File: config.mk
export PLATFORM = sky130hd
export DESIGN_NAME = mem_dump_ctrl
export DESIGN_NICKNAME = d
export VERILOG_FILES = /design/src/rtl/mem_dump_ctrl.sv
export SDC_FILE = /design/constraint.sdc
export NUM_CORES = 1
export LEC_CHECK = 0
export ABC_AREA = 0
export CAP_MARGIN = 20
export CORE_AREA = 2 2 99 101
export CTS_CLUSTER_SIZE = 30
export DETAILED_ROUTE_END_ITERATION = 10
export DIE_AREA = 0 0 101 103
export GPL_ROUTABILITY_DRIVEN = 0
export GPL_TIMING_DRIVEN = 0
export PLACE_DENSITY = 0.95
export SETUP_SLACK_MARGIN = 0.4
export SLEW_MARGIN = 0
export SYNTH_ARGS = -nofsm -noshare
export SYNTH_HDL_FRONTEND = slang
export SYNTH_SLANG_ARGS = --single-unit
File: constraint.sdc
create_clock -name mips_cpu_clk -period 3.23 [get_ports mips_cpu_clk]
set_input_delay 0.646 -clock mips_cpu_clk [delete_from_list [all_inputs] [get_ports mips_cpu_clk]]
set_output_delay 0.646 -clock mips_cpu_clk [all_outputs]
set_load 0.02 [all_outputs]
File: src/rtl/mem_dump_ctrl.sv
`default_nettype none
// ============================================================================
// Module      : mem_dump_ctrl
// Description : Sits between the CPU and the shared data BRAM. A store to
//               TRIG_ADDR starts a one-shot dump of BRAM words 0..DEPTH-1
//               over a valid/ready stream. The CPU is stalled from then on.
//               Optional macro MEM_DUMP_CSUM_EN adds a running 32-bit
//               wrap-around checksum of the accepted beats on dump_csum.
// Revision    : 1.0 - initial release
// ============================================================================
module mem_dump_ctrl #(
  parameter int          ADDR_W    = 12,
  parameter int          DEPTH     = 4096,
  parameter logic [31:0] TRIG_ADDR = 32'd12
) (
  input  logic              mips_cpu_clk,
  input  logic              mips_cpu_reset_n,
  // CPU side
  input  logic [31:0]       cpu_Address,
  input  logic              cpu_MemWrite,
  input  logic              cpu_MemRead,
  input  logic [31:0]       cpu_Write_data,
  output logic [31:0]       cpu_Read_data,
  output logic              cpu_stall,
  // BRAM side
  output logic [ADDR_W-1:0] mem_addr,
  output logic              mem_wen,
  output logic [31:0]       mem_wdata,
  input  logic [31:0]       mem_rdata,
  // dump stream
  output logic              dump_valid,
  input  logic              dump_ready,
  output logic [31:0]       dump_data,
  output logic [ADDR_W-1:0] dump_addr,
  output logic              dump_last,
  output logic              dump_busy,
  output logic              dump_done,
  output logic [31:0]       dump_csum
);

  typedef enum logic [2:0] {
    S_IDLE = 3'd0,
    S_RD   = 3'd1,
    S_WT   = 3'd2,
    S_SEND = 3'd3,
    S_DONE = 3'd4
  } state_t;

  localparam logic [ADDR_W-1:0] c_last_ptr = ADDR_W'(DEPTH - 1);

  state_t              r_state;
  state_t              w_next;
  logic [ADDR_W-1:0]   r_ptr;
  logic [31:0]         r_dump_data;
  logic [ADDR_W-1:0]   r_dump_addr;
  logic                w_trigger;
  logic                w_accept;
  logic                w_at_last;
  logic                w_unused;

  // Reads carry no side effects; the read strobe is deliberately not consumed.
  assign w_unused  = cpu_MemRead;

  assign w_trigger = (r_state == S_IDLE) && cpu_MemWrite && (cpu_Address == TRIG_ADDR);
  assign w_accept  = (r_state == S_SEND) && dump_ready;
  // Compare before incrementing so a full 2^ADDR_W dump never wraps to word 0.
  assign w_at_last = (r_ptr == c_last_ptr);

  // State register
  always_ff @(posedge mips_cpu_clk or negedge mips_cpu_reset_n) begin
    if (!mips_cpu_reset_n) r_state <= S_IDLE;
    else                   r_state <= w_next;
  end

  // Next-state logic and state-decoded outputs
  always_comb begin
    w_next        = r_state;
    mem_addr      = r_ptr;
    mem_wen       = 1'b0;
    mem_wdata     = 32'd0;
    cpu_Read_data = 32'd0;
    cpu_stall     = 1'b1;
    dump_valid    = 1'b0;
    dump_busy     = 1'b0;
    dump_done     = 1'b0;
    case (r_state)
      S_IDLE: begin
        // Transparent pass-through; the triggering store itself lands in BRAM.
        mem_addr      = cpu_Address[ADDR_W+1:2];
        mem_wen       = cpu_MemWrite;
        mem_wdata     = cpu_Write_data;
        cpu_Read_data = mem_rdata;
        cpu_stall     = 1'b0;
        if (w_trigger) w_next = S_RD;
      end
      S_RD: begin
        dump_busy = 1'b1;
        w_next    = S_WT;
      end
      S_WT: begin
        dump_busy = 1'b1;
        w_next    = S_SEND;
      end
      S_SEND: begin
        dump_busy  = 1'b1;
        dump_valid = 1'b1;
        if (dump_ready) w_next = w_at_last ? S_DONE : S_RD;
      end
      S_DONE: begin
        dump_done = 1'b1;
      end
      default: w_next = S_IDLE;
    endcase
  end

  // Word pointer and beat capture; beat registers only change in WT, so they
  // are held for as long as SEND waits on dump_ready.
  always_ff @(posedge mips_cpu_clk or negedge mips_cpu_reset_n) begin
    if (!mips_cpu_reset_n) begin
      r_ptr       <= '0;
      r_dump_data <= 32'd0;
      r_dump_addr <= '0;
    end else begin
      if (w_trigger) begin
        r_ptr <= '0;
      end else if (w_accept && !w_at_last) begin
        r_ptr <= r_ptr + 1'b1;
      end
      if (r_state == S_WT) begin
        r_dump_data <= mem_rdata;
        r_dump_addr <= r_ptr;
      end
    end
  end

  assign dump_data = r_dump_data;
  assign dump_addr = r_dump_addr;
  assign dump_last = (r_state == S_SEND) && w_at_last;

`ifdef MEM_DUMP_CSUM_EN
  logic [31:0] r_csum;

  // Running sum of every accepted beat; frozen once DONE is reached.
  always_ff @(posedge mips_cpu_clk or negedge mips_cpu_reset_n) begin
    if (!mips_cpu_reset_n) r_csum <= 32'd0;
    else if (w_accept)     r_csum <= r_csum + r_dump_data;
  end

  assign dump_csum = r_csum;
`else
  assign dump_csum = 32'd0;
`endif

endmodule
`default_nettype wire

==> flow_summary.ini <==
[synth]
netlist_top_cells_count = and2_1, dfrtp_1, mux2_2, nand2_1, buf_4
synth-main-ff-cell = dfrtp_1
synth_area_um2 = 3405
synth_edf_count = 0
avgSynthCellArea_um2 = 9.984
yosysTopAreaCell = dfrtp_1
synth-async-reset-ratio_pct = 100.0
synth_cell_types = 37
synth_top_area_share_pct = 43.37
synth_warnings = 0
syn_inst = 341
yosysMostFrequentCell = and2_1
synth-seq-cells = 59
yosysSeqAreaShare_pct = 43.37
synth_area_leaders = dfrtp_1, mux2_2, and2_1, buf_4, nand2_1

[timing]
rsz0062_at_grt = true
max-slew-margin-rel_pct = 62.77
fmax_mhz = 341.0
setup_violations = 0
fin_ws_ns = 0.2971
period_needed_ns = 2.933
hold_violations = 0
worst_pin_slew_ns = 0.5538
setup_tns_ns = 0
fin_skew_ns = 0.01019
slew_viol_final = 0
finalCritPeriodShare_pct = 90.80

[worst_setup_path]
critical_path_buf_inv_count = 4
ff2ff_path_depth = 7
slowest_delay_ns = 0.60
worstPathCellList = buf_2 > nor3_4 > buf_4 > clkbuf_4 > and2_1 > clkdlybuf4s50_1
critPathRequiredTime_ns = 2.58
startpoint_type = flip-flop
crit_path_top_delay_cell = clkdlybuf4s50_1
cpLargestDelayFamily = buffers and inverters
worstSetupPathType = reg -> out
arrival_ns = 2.29
cp_num_cells = 6
crit_path_end_kind = output port
crit_fanout = 10

[die]
dieArea_um2 = 10400
die_y_um = 103
num_rows = 36
die_w_um = 101
initial_core_util_pct = 35.99
core-area_um2 = 9459
num_io_pins = 259

[power]
power_density_nw_per_um2 = 740.7
p_leak_uw = 0.003246
peakVddDrop_mv = 0.5521

[global_routing]
antenna_found_initial = 0
grt_pass1_vias = 3575
grt_pass1_wl_um = 18340
grtUsageTotal_pct = 23.26
grt_overflow_total = 0
grt_max_degree = 40

[clock_network]
postCtsHoldBufs = 0
cts_tree = built
cts-buffers-inserted = 9
worstSkewPairLatency_ns = 0.33
clk_pin_slew_worst_paths_ns = 0.07
cts_sinks = 59
cts_root_buffer = clkbuf_8
cts_buffer_depth = 2
htreeDepth = 3

[routing]
route.vias.total = 3561
route.met2.wl_um = 6577
post_drt_wl_per_cell_um = 17.77
dr_wl_met3_um = 1326
first_iter_violations = 240
vias_per_cell = 4.871
first_pass_iters = 4
drt_wl_total_um = 12990
drc = 0
dr.max_layer_used = met4
wl_met1_um = 4786
ant_nets = 0

[run_status]
status = completed

[final_layout]
instances_no_fill = 731
drive_above_1_share_pct = 21.07
antenna_cells = 0
final_util_pct = 65.30
seqCellArea_um2 = 1479
fin_area_um2 = 6177
fin_nets = 715
syn_to_final_growth_pct = 81.44
nFillCells = 738
multi_input_area_um2 = 1722

[placement]
portBuffers = 225
dpl.cell_count = 712
placed_cell_area_um2 = 5931
dpl.hpwl_um = 10200
pre_cts_ws_ns = -0.1189

[job]
drv_cap = 0

[worst_hold_path]
hold_class = in -> async
==> final timing paths <==
check,end,start,slack [ns]
setup / recovery,cpu_Read_data[1],r_state[0]$_DFFE_PN0P_,0.30
hold / removal,r_ptr[3]$_DFFE_PN0P_,mips_cpu_reset_n,0.27
setup reg to reg,r_ptr[8]$_DFFE_PN0P_,r_state[0]$_DFFE_PN0P_,1.05
hold reg to reg,dump_data[17]$_DFFE_PN0P_,dump_data[17]$_DFFE_PN0P_,0.51
max in group asynchronous,dump_addr[11]$_DFFE_PN0P_,mips_cpu_reset_n,2.37
min in group mips_cpu_clk,dump_data[17]$_DFFE_PN0P_,dump_data[17]$_DFFE_PN0P_,0.51
==> where the power goes <==
group          leakage (µW)  total, µW  internal [µW]  switching (µW)
clock network      0.000102        654            370             284
logic               0.00242       2700           1300            1400
registers          0.000728       1220           1020             194
==> sequential cells by signal (all words and copies together), names as in the netlist <==
name / count
r_state: 3
dump_data: 32
r_ptr: 12
dump_addr: 12
==> layout by cell type, fill, tap and decap left out, types with 4 or more instances in the layout <==
cell	synthesis	routed
nor3_1	4	4
nor2_1	8	8
nand2_1	41	41
buf_4	33	38
or4_1	6	6
conb_1	1	32
dfrtp_1	59	57
buf_2	8	10
o31ai_1	5	5
and2_1	66	66
a21oi_1	9	9
dlygate4sd2_1	0	49
clkbuf_4	0	4
clkbuf_8	0	10
clkdlybuf4s50_1	0	153
dlymetal6s2s_1	0	20
mux2_2	44	44
o21ai_0	5	5
nand3_1	4	4
nor4_1	9	8
clkbuf_2	1	5
==> per-stage QoR <==
stage                     power (µW)  hold WS, ns
after global placement          3905       0.4902
after detailed placement        3991       0.4947
final                           4575       0.2742
after global routing            4811       0.3119
after floorplan                 2646       0.3504
after CTS                       4599       0.2863
==> layout make-up <==
cell class	instances	area share, %
timing repair buffer	230	36.93
multi-input combinational	259	27.87
sequential	59	23.94
buffer	51	5.671
tap	114	2.309
clock buffer	10	2.228
clock inverter	5	0.8710
inverter	3	0.1823
==> metal layers <==
layer | global-route usage (%) | vias up
met5 | 0 | -
met4 | 9.356 | 0
met3 | 8.203 | 33
met2 | 39.74 | 199
met1 | 26.79 | 1690
li1 | - | 1639
==> cell families after synthesis <==
| group | Yosys count | share of synthesized area, % |
|---|---|---|
| flip-flops | 59 | 43.37 |
| AND/OR/NAND/NOR | 157 | 27.12 |
| multiplexers | 44 | 14.55 |
| adder cells (fa/ha/maj) | 1 | 0.3675 |
| other | 1 | 0.1101 |
| buffers and inverters | 54 | 9.923 |
| AO/OA/AOI/OAI | 25 | 4.557 |
==> timing repair <==
action / CTS / global route
buffers inserted: 2 / 2
endpoints found under the setup margin: 79 / 34
pin swaps: 1 / 0
resized for setup: 68 / 27
==> worst reg2reg max path, delay by kind of cell, from the launching register on <==
| family | cells | cell delay, ns |
|---|---|---|
| AND/OR/NAND/NOR | 3 | 0.88 |
| buffers and inverters | 3 | 0.74 |
| flip-flops | 1 | 0.36 |
| AO/OA/AOI/OAI | 1 | 0.08 |
Note: power is estimated with default switching activity, not from simulation.
